## src/rtl/fft_butterfly_sequencer.sv

```systemverilog
// Non-pipelined butterfly sequencer: drives an external DIT AGU, reads operand
// pairs from the ping-pong read bank and writes butterfly results to the other bank.
module fft_butterfly_sequencer #(
  parameter int unsigned MAX_N      = 32,
  parameter int unsigned ADDR_WIDTH = $clog2(MAX_N),
  parameter int unsigned DATA_WIDTH = 16,
  parameter int unsigned BF_LATENCY = 2
) (
  input  logic                  clk,
  input  logic                  reset,
  input  logic                  start,
  input  logic [ADDR_WIDTH:0]   N,
  input  logic [ADDR_WIDTH-1:0] agu_idx_a,
  input  logic [ADDR_WIDTH-1:0] agu_idx_b,
  input  logic [ADDR_WIDTH-1:0] agu_k,
  input  logic                  agu_done_stage,
  input  logic                  agu_done_fft,
  output logic                  agu_next_step,
  output logic                  agu_reset_n,
  output logic                  rd_bank,
  output logic [ADDR_WIDTH-1:0] rd_addr_a,
  output logic [ADDR_WIDTH-1:0] rd_addr_b,
  input  logic [DATA_WIDTH-1:0] rd_data_a,
  input  logic [DATA_WIDTH-1:0] rd_data_b,
  output logic                  bf_valid_in,
  output logic [DATA_WIDTH-1:0] bf_a,
  output logic [DATA_WIDTH-1:0] bf_b,
  output logic [ADDR_WIDTH-1:0] bf_k,
  input  logic                  bf_valid_out,
  input  logic [DATA_WIDTH-1:0] bf_y0,
  input  logic [DATA_WIDTH-1:0] bf_y1,
  output logic                  wr_en,
  output logic [ADDR_WIDTH-1:0] wr_addr_a,
  output logic [ADDR_WIDTH-1:0] wr_addr_b,
  output logic [DATA_WIDTH-1:0] wr_data_a,
  output logic [DATA_WIDTH-1:0] wr_data_b,
  output logic                  busy,
  output logic                  done,
  output logic                  result_bank,
  output logic                  error
);

  localparam int unsigned NW = ADDR_WIDTH + 1;

  if (BF_LATENCY < 1) begin : g_bad_latency
    $error("BF_LATENCY must be at least 1");
  end

  typedef enum logic [2:0] {
    IDLE, CLEAR, ISSUE, CAPTURE, WAIT_BF, WRITE, CHECK, DONE
  } state_t;

  state_t                state, state_nxt;
  logic [NW-1:0]         n_reg, n_nxt;
  logic                  n_ok;
  logic [ADDR_WIDTH-1:0] addr_mask;
  logic                  agu_next_step_nxt, agu_reset_n_nxt, rd_bank_nxt;
  logic                  bf_valid_in_nxt, wr_en_nxt;
  logic [ADDR_WIDTH-1:0] bf_k_nxt, wr_addr_a_nxt, wr_addr_b_nxt;
  logic [DATA_WIDTH-1:0] wr_data_a_nxt, wr_data_b_nxt;
  logic                  busy_nxt, done_nxt, result_bank_nxt, error_nxt;

  // Sizes accepted at runtime: powers of two from 4 up to MAX_N
  assign n_ok = (N >= NW'(4)) && (N <= NW'(MAX_N)) && ((N & (N - NW'(1))) == NW'(0));
  assign addr_mask = ADDR_WIDTH'(n_reg - NW'(1));

  // Read addresses come straight from the AGU; RAM data arrives one cycle later
  assign rd_addr_a = agu_idx_a;
  assign rd_addr_b = agu_idx_b;
  assign bf_a      = rd_data_a;
  assign bf_b      = rd_data_b;

  always_ff @(posedge clk or posedge reset) begin
    if (reset) begin
      state         <= IDLE;
      n_reg         <= '0;
      agu_next_step <= 1'b0;
      agu_reset_n   <= 1'b0;
      rd_bank       <= 1'b0;
      bf_valid_in   <= 1'b0;
      bf_k          <= '0;
      wr_en         <= 1'b0;
      wr_addr_a     <= '0;
      wr_addr_b     <= '0;
      wr_data_a     <= '0;
      wr_data_b     <= '0;
      busy          <= 1'b0;
      done          <= 1'b0;
      result_bank   <= 1'b0;
      error         <= 1'b0;
    end else begin
      state         <= state_nxt;
      n_reg         <= n_nxt;
      agu_next_step <= agu_next_step_nxt;
      agu_reset_n   <= agu_reset_n_nxt;
      rd_bank       <= rd_bank_nxt;
      bf_valid_in   <= bf_valid_in_nxt;
      bf_k          <= bf_k_nxt;
      wr_en         <= wr_en_nxt;
      wr_addr_a     <= wr_addr_a_nxt;
      wr_addr_b     <= wr_addr_b_nxt;
      wr_data_a     <= wr_data_a_nxt;
      wr_data_b     <= wr_data_b_nxt;
      busy          <= busy_nxt;
      done          <= done_nxt;
      result_bank   <= result_bank_nxt;
      error         <= error_nxt;
    end
  end

  always_comb begin
    state_nxt         = state;
    n_nxt             = n_reg;
    agu_next_step_nxt = 1'b0;
    agu_reset_n_nxt   = 1'b1;
    rd_bank_nxt       = rd_bank;
    bf_valid_in_nxt   = 1'b0;
    bf_k_nxt          = bf_k;
    wr_en_nxt         = 1'b0;
    wr_addr_a_nxt     = wr_addr_a;
    wr_addr_b_nxt     = wr_addr_b;
    wr_data_a_nxt     = wr_data_a;
    wr_data_b_nxt     = wr_data_b;
    busy_nxt          = busy;
    done_nxt          = done;
    result_bank_nxt   = result_bank;
    error_nxt         = 1'b0;

    unique case (state)
      IDLE, DONE: begin
        if (start) begin
          if (n_ok) begin
            n_nxt           = N;
            rd_bank_nxt     = 1'b0;
            busy_nxt        = 1'b1;
            done_nxt        = 1'b0;
            agu_reset_n_nxt = 1'b0;
            state_nxt       = CLEAR;
          end else begin
            error_nxt = 1'b1;
          end
        end
      end
      CLEAR: state_nxt = ISSUE;
      ISSUE: begin
        wr_addr_a_nxt   = agu_idx_a & addr_mask;
        wr_addr_b_nxt   = agu_idx_b & addr_mask;
        bf_k_nxt        = agu_k;
        bf_valid_in_nxt = 1'b1;
        state_nxt       = CAPTURE;
      end
      CAPTURE: state_nxt = WAIT_BF;
      WAIT_BF: begin
        if (bf_valid_out) begin
          wr_data_a_nxt     = bf_y0;
          wr_data_b_nxt     = bf_y1;
          wr_en_nxt         = 1'b1;
          agu_next_step_nxt = 1'b1;
          state_nxt         = WRITE;
        end
      end
      WRITE: state_nxt = CHECK;
      CHECK: begin
        // AGU flags were registered on the next_step edge and are valid here
        if (agu_done_fft) begin
          result_bank_nxt = ~rd_bank;
          done_nxt        = 1'b1;
          busy_nxt        = 1'b0;
          state_nxt       = DONE;
        end else begin
          if (agu_done_stage) rd_bank_nxt = ~rd_bank;
          state_nxt = ISSUE;
        end
      end
      default: state_nxt = IDLE;
    endcase
  end

endmodule

```

## config.mk

```make
export PLATFORM = sky130hd
export DESIGN_NAME = fft_butterfly_sequencer
export DESIGN_NICKNAME = d
export VERILOG_FILES = /design/src/rtl/fft_butterfly_sequencer.sv
export SDC_FILE = /design/constraint.sdc
export NUM_CORES = 1
export LEC_CHECK = 0
export CORE_MARGIN = 10
export CORE_UTILIZATION = 39
export CTS_CLUSTER_DIAMETER = 40
export CTS_CLUSTER_SIZE = 8
export DETAILED_ROUTE_END_ITERATION = 6
export PLACE_DENSITY = 0.86
export SETUP_SLACK_MARGIN = 0.5
export SLEW_MARGIN = 20
export SYNTH_ARGS = -nofsm -noshare
export SYNTH_HDL_FRONTEND = slang
export SYNTH_SLANG_ARGS = --single-unit
```

## constraint.sdc

```tcl
create_clock -name clk -period 5 [get_ports clk]
set_input_delay 0.75 -clock clk [delete_from_list [all_inputs] [get_ports clk]]
set_output_delay 0.75 -clock clk [all_outputs]
set_load 0.05 [all_outputs]
```

==> results.toml, run 1 <==
[placement]
dp.cells = 423
port-buffer-count = 124
dp_hpwl_um = 5860
gp_congestion = 0.746

[die]
pin_count = 189
coreArea_um2 = 7250
die_w_um = 106
fp-row-count = 31
dieArea_um2 = 11300
initial_core_util_pct = 40.1
die_h_um = 106

[layout]
regArea_um2 = 1580
area_delta_synth_final_pct = 41.5
stdcell_count = 439
reg.largest.list = "wr_data_a x16, wr_data_b x16"
layout.nets = 427
n_fill_cell = 620
multiInputGateArea_um2 = 925
antenna_cells = 0
drive_gt1_share_pct = 17.1

[clock_network]
hold_buffers = 0
post-cts-setup-buffers = 0
clock_latency_ns = 0.32
cts-buffers-inserted = 9
cts.sinks = 63
cts_resized = 0
path_clk_slew_ns = 0.07
h-tree-depth = 3
ctsLongestPathBuffers = 2
cts_tree = "yes"
root_buffer = "clkbuf_8"

[synthesis]
yosys.area_share.simple_pct = 10.6
synth_xor_area_share_pct = 1.21
yosys_warnings = 0
synth_seq_area_share_pct = 54.3
synth-seq-cells = 63
synth_top_area_share_pct = 54.3
synth-main-ff-cell = "dfrtp_1"
synth_compound_area_share_pct = 6.03
synth.distinct_cells = 39
synth_fa_ha_area_share_pct = 0.431
synth_area_um2 = 2910
synth_area_leaders = "dfrtp_1 54%, mux2_2 14%, buf_4 11%, nand2_1 4.4%, o21ai_0 1.2%"
syn_nets = 343
netlist_instances = 251
ys_async_sr_fraction_pct = 100
synth_edf_count = 0
synth_top_family_by_area = "buffers and inverters"
synth_mux_area_share_pct = 13.6
avgSynthCellArea_um2 = 11.6
synth.largest_area_cell = "dfrtp_1"

[worst_setup_path]
crit_path_top_delay_cell = "clkdlybuf4s50_1"
critPathBufInv = 2
rr_startpoint = "state[0]"
cp.required_ns = 4.25
worstSetupPathType = "in -> out"
critPathMaxFanout = 2
crit_path_cell_trace = "clkdlybuf4s50_1, clkdlybuf4s50_1"
crit_top_cell = "clkdlybuf4s50_1"
crit_path_end_kind = "output port"
cp_top_family = "buffers and inverters"
start_kind = "primary input"
worstRegToRegCells = 5
reg2reg_slack_ns = 2.91
slowest_delay_ns = 0.83
arrival_ns = 2.06
timing.rr.end = "wr_addr_b[4]"

[drt]
drt_wl_total_um = 7320
post_drt_wl_per_cell_um = 16.7
avgViaCountPerCell = 4.67
ant_nets = 0
vias = 2048
drtIter0Drc = 50
drt_drc_violations_left = 0
dr.pass1.iters = 4

[timing]
fmax_mhz = 356
relSlewSlack_pct = 48.9
period_needed_ns = 2.81
max_slew.worst_pin.slew_ns = 0.766
final.setup.tns_ns = 0
hold_viol_final = 0
maxSlewViolCount = 0
finalSetupViolations = 0
rsz0062_at_grt = "no"
finalCritPeriodShare_pct = 56.2
fin_skew_ns = 0.00886

[run_status]
outcome = "complete, no violations"

[power_and_ir_drop]
leakagePower_nw = 1.77
power.density_nw_per_um2 = 708
ir_drop_uv = 197

[worst_hold_path]
hp-start = "wr_addr_a[1]"
min_path_type = "reg -> reg"
holdPathStages = 2
hold_end = "wr_addr_a[1]"

[global_route]
grt_pass1_vias = 2196
grt_pass1_wl_um = 11600
grt_overflow_total = 0
grt_max_degree = 64
globalRouteTotalUtil_pct = 12.8
antenna_found_initial = 0

[job]
maxCapViolCount = 0
-- per-layer routing --
metal  global-route usage [%]  part of all wire, %
met1                     13.9                   39
met2                     22.4                   52
met4                     6.00                  1.6
met3                     4.05                  7.8
met5                        0                    0
-- kinds of logic after synthesis --
family | count (synthesis)
flops | 63
buf+inv | 62
simple gates | 62
mux | 35
compound gates | 24
xor+xnor | 4
fa+ha+maj | 1
-- placed cells by master, fill, tap and decap left out, drive strengths merged, types with 3 or more instances in the layout --
cell type and count:
nand2b 3, dfrtp 63, o21ai 7, a21oi 3, mux2 35, inv 9, clkbuf 14, nor2 8
clkdlybuf4s50 124, nor3 4, nand2 34
-- per-stage QoR --
step | area [um^2] | hold WS (ns) | setup slack (ns) | total power [mW] | util (%)
after floorplan | 2910 | 0.490 | 2.68 | 2.03 | -
after detailed placement | 3920 | 0.457 | 2.18 | 2.53 | 54.0
after global routing | 4110 | 0.495 | 2.14 | 3.07 | 56.7
after global placement | 3920 | 0.452 | 2.18 | 2.49 | 54.0
final | 4110 | 0.470 | 2.19 | 2.91 | 56.7
after CTS | 4110 | 0.474 | 2.18 | 2.95 | 56.7
-- power by group --
part / total [mW] / switching [mW] / internal, mW
Sequential: 0.880 / 0.143 / 0.737
Combinational: 1.61 / 1.03 / 0.586
Clock: 0.419 / 0.186 / 0.234
-- how the worst max path moves through the flow --
stage	from	endpoint	slack [ns]	cells past startpoint
finish	agu_idx_a[2]	rd_addr_a[2]	2.19	2
global route	agu_idx_b[2]	rd_addr_b[2]	2.14	2
CTS	agu_idx_a[2]	rd_addr_a[2]	2.18	2
detailed placement	agu_idx_a[2]	rd_addr_a[2]	2.18	2
global placement	agu_idx_b[2]	rd_addr_b[2]	2.18	2
floorplan	reset	agu_reset_n	2.68	1
-- layout make-up --
cell class | instances | area share, %
Sequential cell | 63 | 38.4
Timing Repair Buffer | 126 | 30.6
Multi-Input combinational cell | 126 | 22.5
Clock buffer | 14 | 4.44
Tap cell | 99 | 3.01
Inverter | 9 | 0.822
Clock inverter | 2 | 0.304
-- synth_stat cells (2+ instances only) --
library cell	n
dfrtp_1	63
buf_4	44
mux2_2	35
nand2_1	34
inv_1	9
nor2_1	7
o21ai_0	7
buf_2	5
clkbuf_1	4
nor3_1	4
a21oi_1	3
nand2b_1	3
a22o_1	2
nand3_1	2
nand3b_1	2
nor4b_1	2
xnor2_1	2
xor2_1	2
No activity file was read; power rests on OpenSTA's default activity.
==> inputs of run 2 (changes only) <==
Settings changed: CORE_UTILIZATION 39 to 33, PLACE_DENSITY 0.86 to 0.77.
Clock period 5 ns to 2.38 ns, I/O delays scaled along.
==> run 2 against run 1 <==
Against the previous run: utilization shrank 6.9 points; count of clock-buffer cells in the layout is the same; cell area grew 4.5%; register-to-register slack lost 2.2 ns; non-clock buffer count grew 2; clock skew grew 0.0015 ns.
==> results.toml, run 2 (synthesis gave the netlist of run 1 again) <==
[layout]
layout_commonest_cell = "dfrtp_1"
drive_gt1_share_pct = 20.5
layout.nets = 429
final_cell_mix = "62 x dfrtp_1, 59 x clkdlybuf4s50_1, 46 x dlymetal6s2s_1, 35 x mux2_2, 34 x nand2_1"
n_fill_cell = 781
area_delta_synth_final_pct = 47.8
reg.largest.list = "wr_data_a x16, wr_data_b x16"
antenna_cells = 0

[worst_setup_path]
cp_top_family = "buffers and inverters"
crit_path_cell_trace = "clkdlybuf4s50_1"
crit_path_top_delay_cell = "clkdlybuf4s50_1"
critPathMaxFanout = 2
critPathBufInv = 1
start_kind = "flip-flop"
crit_path_end_kind = "output port"
arrival_ns = 1.47
slowest_delay_ns = 0.81
worstSetupPathType = "reg -> out"
cp.required_ns = 2.02

[timing]
finalCritPeriodShare_pct = 76.7
fmax_mhz = 548
worst_slack_ns = 0.554
max_slew.worst_pin.slew_ns = 0.582
rsz0062_at_grt = "no"
relSlewSlack_pct = 61.1
hold_viol_final = 0
finalSetupViolations = 0
period_needed_ns = 1.83
final.setup.tns_ns = 0
maxSlewViolCount = 0
fin_skew_ns = 0.0103

[drt]
dr.pass1.iters = 4
avgViaCountPerCell = 4.56
post_drt_wl_per_cell_um = 17.2
drt_drc_violations_left = 0
drtIter0Drc = 74
ant_nets = 0
vias = 2052
drt_wl_total_um = 7720

[die]
coreArea_um2 = 8640
die_w_um = 114
dieArea_um2 = 13000
initial_core_util_pct = 33.6
fp-row-count = 34
die_h_um = 114
pin_count = 189

[global_route]
antenna_found_initial = 0
globalRouteTotalUtil_pct = 11.6
grt_pass1_wl_um = 12100
grt_max_degree = 40
grt_overflow_total = 0
grt_pass1_vias = 2225

[worst_hold_path]
min_path_type = "in -> async"

[run_status]
outcome = "complete, no violations"

[power_and_ir_drop]
leakagePower_nw = 2.39
ir_drop_uv = 413
power.density_nw_per_um2 = 1460
p_total_mw = 6.28

[clock_network]
post-cts-setup-buffers = 0
cts-buffers-inserted = 9
h-tree-depth = 3
cts.sinks = 63
ctsLongestPathBuffers = 2
clock_latency_ns = 0.33
root_buffer = "clkbuf_8"
cts_tree = "yes"
path_clk_slew_ns = 0.07

[job]
maxCapViolCount = 0

[placement]
port-buffer-count = 124
gp_congestion = 0.787
dp_hpwl_um = 6010
dp_slack_ns = 0.258
run 2: worst paths after layout:
check | end | slack (ns) | cells past startpoint | from
max in group asynchronous | bf_k[3] | 1.36 | 3 | reset
setup / recovery | wr_data_b[5] | 0.55 | 1 | wr_data_b[5]
setup reg to reg | n_reg[4] | 0.67 | 4 | state[0]
min in group clk | wr_addr_a[4] | 0.47 | 2 | wr_addr_a[4]
hold / removal | wr_addr_a[2] | 0.44 | 2 | reset
hold reg to reg | wr_addr_a[4] | 0.47 | 2 | wr_addr_a[4]
run 2: worst reg2reg max path, delay by kind of cell, from the launching register on:
kind               cells  cell delay [ns]
AOI/OAI and AO/OA      1             0.07
and+or+nand+nor        2             0.62
DFF                    1             0.53
muxes                  1             0.37
run 2: metrics by stage:
stage          cells  utilization, %  cell area, um^2  hold slack [ns]
2_1_floorplan    251               -             2910            0.462
3_3_place_gp     434            45.7             3950            0.454
3_5_place_dp     434            45.7             3950            0.460
4_1_cts          450            48.4             4180            0.448
5_1_grt          450            49.7             4290            0.470
6_report         450            49.7             4290            0.442
run 2: power by group:
group	total, mW	leakage [nW]	internal (mW)	switching, mW
sequential	1.84	0.774	1.55	0.293
combinational	3.34	1.50	1.18	2.17
clock	1.10	0.123	0.706	0.395
run 2: final cells by class:
class,count,area [um^2],share of cell area [%]
Tap cell,108,135,3.15
Multi-Input combinational cell,126,925,21.5
Clock inverter,2,60.1,1.40
Inverter,9,37.5,0.874
Clock buffer,14,183,4.25
Timing Repair Buffer,128,1380,32.1
Sequential cell,63,1580,36.7
run 2: layer usage:
layer	GRT usage (%)	routed length, um
met5	0	0
met4	4.18	74
met3	5.30	689
met2	20.5	4160
met1	11.7	2800
run 2: repair_timing:
action / 4_1_cts / 5_1_grt
hold buffers: 0 / 0
pin swaps: 0 / 0
endpoints found under the setup margin: 10 / 47
gates resized for setup: 10 / 47
==> inputs of run 3 (changes only) <==
Settings changed: CORE_UTILIZATION 33 to 36, PLACE_DENSITY 0.77 to 0.8.
Clock period 2.38 ns to 1.8 ns, I/O delays scaled along.
==> run 3 against run 2 <==
Against the previous run: worst hold slack worse by 0.22 ns; cell area up 7.3%; count of clock-buffer cells in the layout shrank 3; largest power group unchanged; non-clock buffer count up 29; sequential power increased by 34%; global-route usage up 2.0 points.
==> results.toml, run 3 (synthesis gave the netlist of run 1 again) <==
[drt]
post_drt_wl_per_cell_um = 18.7
drt_wl_total_um = 8860
drtIter0Drc = 40
avgViaCountPerCell = 4.71
ant_nets = 0
vias = 2226
dr.pass1.iters = 4
drt_drc_violations_left = 0

[layout]
n_fill_cell = 644
final_cell_mix = "59 x dfrtp_1, 54 x clkdlybuf4s50_1, 41 x buf_4, 38 x buf_2, 35 x mux2_4"
drive_gt1_share_pct = 49.1
layout.nets = 458
multiInputGateArea_um2 = 1170
regArea_um2 = 1580
area_delta_synth_final_pct = 58.6
antenna_cells = 0
stdcell_area_um2 = 4610
layout_commonest_cell = "dfrtp_1"
reg.largest.list = "wr_data_a x16, wr_data_b x16"

[timing]
relSlewSlack_pct = 67.0
finalSetupViolations = 0
finalCritPeriodShare_pct = 85.6
rsz0062_at_grt = "yes"
fin_skew_ns = 0.00727
maxSlewViolCount = 0
hold_viol_final = 0
max_slew.worst_pin.slew_ns = 0.494
period_needed_ns = 1.54
fmax_mhz = 649

[clock_network]
cts.sinks = 63
cts-buffers-inserted = 9
clock_latency_ns = 0.33
cts_tree = "yes"
root_buffer = "clkbuf_8"
h-tree-depth = 3
hold_buffers = 0
path_clk_slew_ns = 0.07
ctsLongestPathBuffers = 2

[die]
dieArea_um2 = 12100
die_h_um = 110
coreArea_um2 = 7810
pin_count = 189
initial_core_util_pct = 37.2
die_w_um = 110
fp-row-count = 32

[power_and_ir_drop]
power.share.switching_pct = 47.1
power.internal_mw = 4.60
p_comb_share_pct = 57.6
ir_drop_uv = 668
power.density_nw_per_um2 = 1890
p_switching_mw = 4.10
seqPwrFrac_pct = 28.3
clock_power_share_pct = 14.1
leakagePower_nw = 2.17
p_total_mw = 8.70

[placement]
port-buffer-count = 124
placedInstanceArea_um2 = 4110
gp_congestion = 0.766
dp_hpwl_um = 6150

[worst_setup_path]
cp_top_family = "flip-flops"
crit_path_top_delay_cell = "dfrtp_2"
critPathBufInv = 2
reg2reg_slack_ns = 0.26
worstSetupPathType = "reg -> reg"
cp.required_ns = 2.01
slowest_delay_ns = 0.46
arrival_ns = 1.75
worstSetupStartpoint = "state[1]"
timing.rr.end = "n_reg[2]"
crit_path_cell_trace = "nor2_4, buf_6, a31oi_4, nor4_4, buf_6, mux2_4"
worstSetupPathDepth = 6
crit_path_end_kind = "flip-flop"
critPathMaxFanout = 6
crit_end = "n_reg[2]"
worstRegToRegCells = 6
crit_top_cell = "buf_6"
start_kind = "flip-flop"
rr_startpoint = "state[1]"

[global_route]
use_met3_pct = 5.79
grt_max_degree = 27
grt_pass1_wl_um = 12800
grt_pass1_vias = 2398
met1_usage_pct = 14.6
antenna_found_initial = 0
globalRouteTotalUtil_pct = 13.6
grt.busiest_layer = "met2"
grt_overflow_total = 0
use_met2_pct = 23.2

[worst_hold_path]
min_path_type = "in -> reg"

[run_status]
outcome = "complete, no violations"

[job]
maxCapViolCount = 0
-- run 3: changes by cell type in the layout (fill, tap and decap cells not counted), sizes merged --
cell,before,now
clkinvlp,1,4
bufinv,2,1
dlymetal6s2s,46,0
clkinv,0,1
clkdlybuf4s50,59,54
buf,13,100
dlygate4sd2,10,0
-- run 3: worst min path at each step --
stage                       startpoint           end  slack (ns)  cells after the start
after global placement    wr_addr_b[1]  wr_addr_b[1]        0.45                      2
after floorplan               agu_k[0]       bf_k[0]        0.38                      2
after CTS                         N[2]      n_reg[2]        0.19                      2
after detailed placement       bf_k[1]       bf_k[1]        0.47                      2
final                             N[2]      n_reg[2]        0.23                      2
after global routing              N[2]      n_reg[2]        0.21                      2
-- run 3: power groups by stage --
| stage | Sequential [mW] | Clock, mW | Combinational, mW |
|---|---|---|---|
| floorplan | 4.29 | 0 | 1.42 |
| global placement | 2.44 | 0 | 4.59 |
| detailed placement | 2.48 | 0 | 4.67 |
| CTS | 2.43 | 1.26 | 4.59 |
| global route | 2.56 | 1.34 | 5.29 |
| finish | 2.46 | 1.22 | 5.01 |
-- run 3: final cells by class --
| type | count | area share (%) |
|---|---|---|
| clock buffers | 11 | 3.07 |
| clock inverters | 5 | 1.25 |
| inverters | 9 | 0.923 |
| multi-input cells | 126 | 25.4 |
| flip-flops and latches | 63 | 34.3 |
| well taps | 102 | 2.77 |
| repair buffers | 157 | 32.2 |
-- run 3: routing by layer --
| metal | wire (um) | vias up | part of all wire [%] |
|---|---|---|---|
| met5 | 0 | - | 0 |
| met4 | 88 | 0 | 0.99 |
| met3 | 824 | 14 | 9.3 |
| met2 | 4690 | 99 | 53 |
| met1 | 3260 | 1077 | 37 |
| li1 | - | 1036 | - |
-- run 3: what timing repair did --
action                     in CTS  in global routing
pin swaps                       7                  7
gates resized for setup       225                 50
setup buffers                   9                  8
setup endpoints to repair      98                 62
gates cloned                    2                  2
-- run 3: worst register-to-register path, delay by kind of cell, from the launching register on --
kind / cells / cell delay (ns)
flip-flops: 1 / 0.46
multiplexers: 1 / 0.30
buffers and inverters: 2 / 0.27
AO/OA/AOI/OAI: 1 / 0.10
AND/OR/NAND/NOR: 2 / 0.29
-- run 3: metrics by stage --
| stage | hold slack (ns) | worst slack [ns] | TNS, ns | cells | utilization [%] |
|---|---|---|---|---|---|
| after floorplan | 0.375 | 0.164 | 0 | 251 | - |
| after global routing | 0.206 | 0.187 | 0 | 473 | 59.0 |
| after CTS | 0.191 | 0.289 | 0 | 463 | 55.4 |
| after detailed placement | 0.469 | -0.282 | -2.17 | 436 | 52.6 |
| final | 0.225 | 0.259 | 0 | 473 | 59.0 |
| after global placement | 0.454 | -0.202 | -1.27 | 436 | 52.6 |
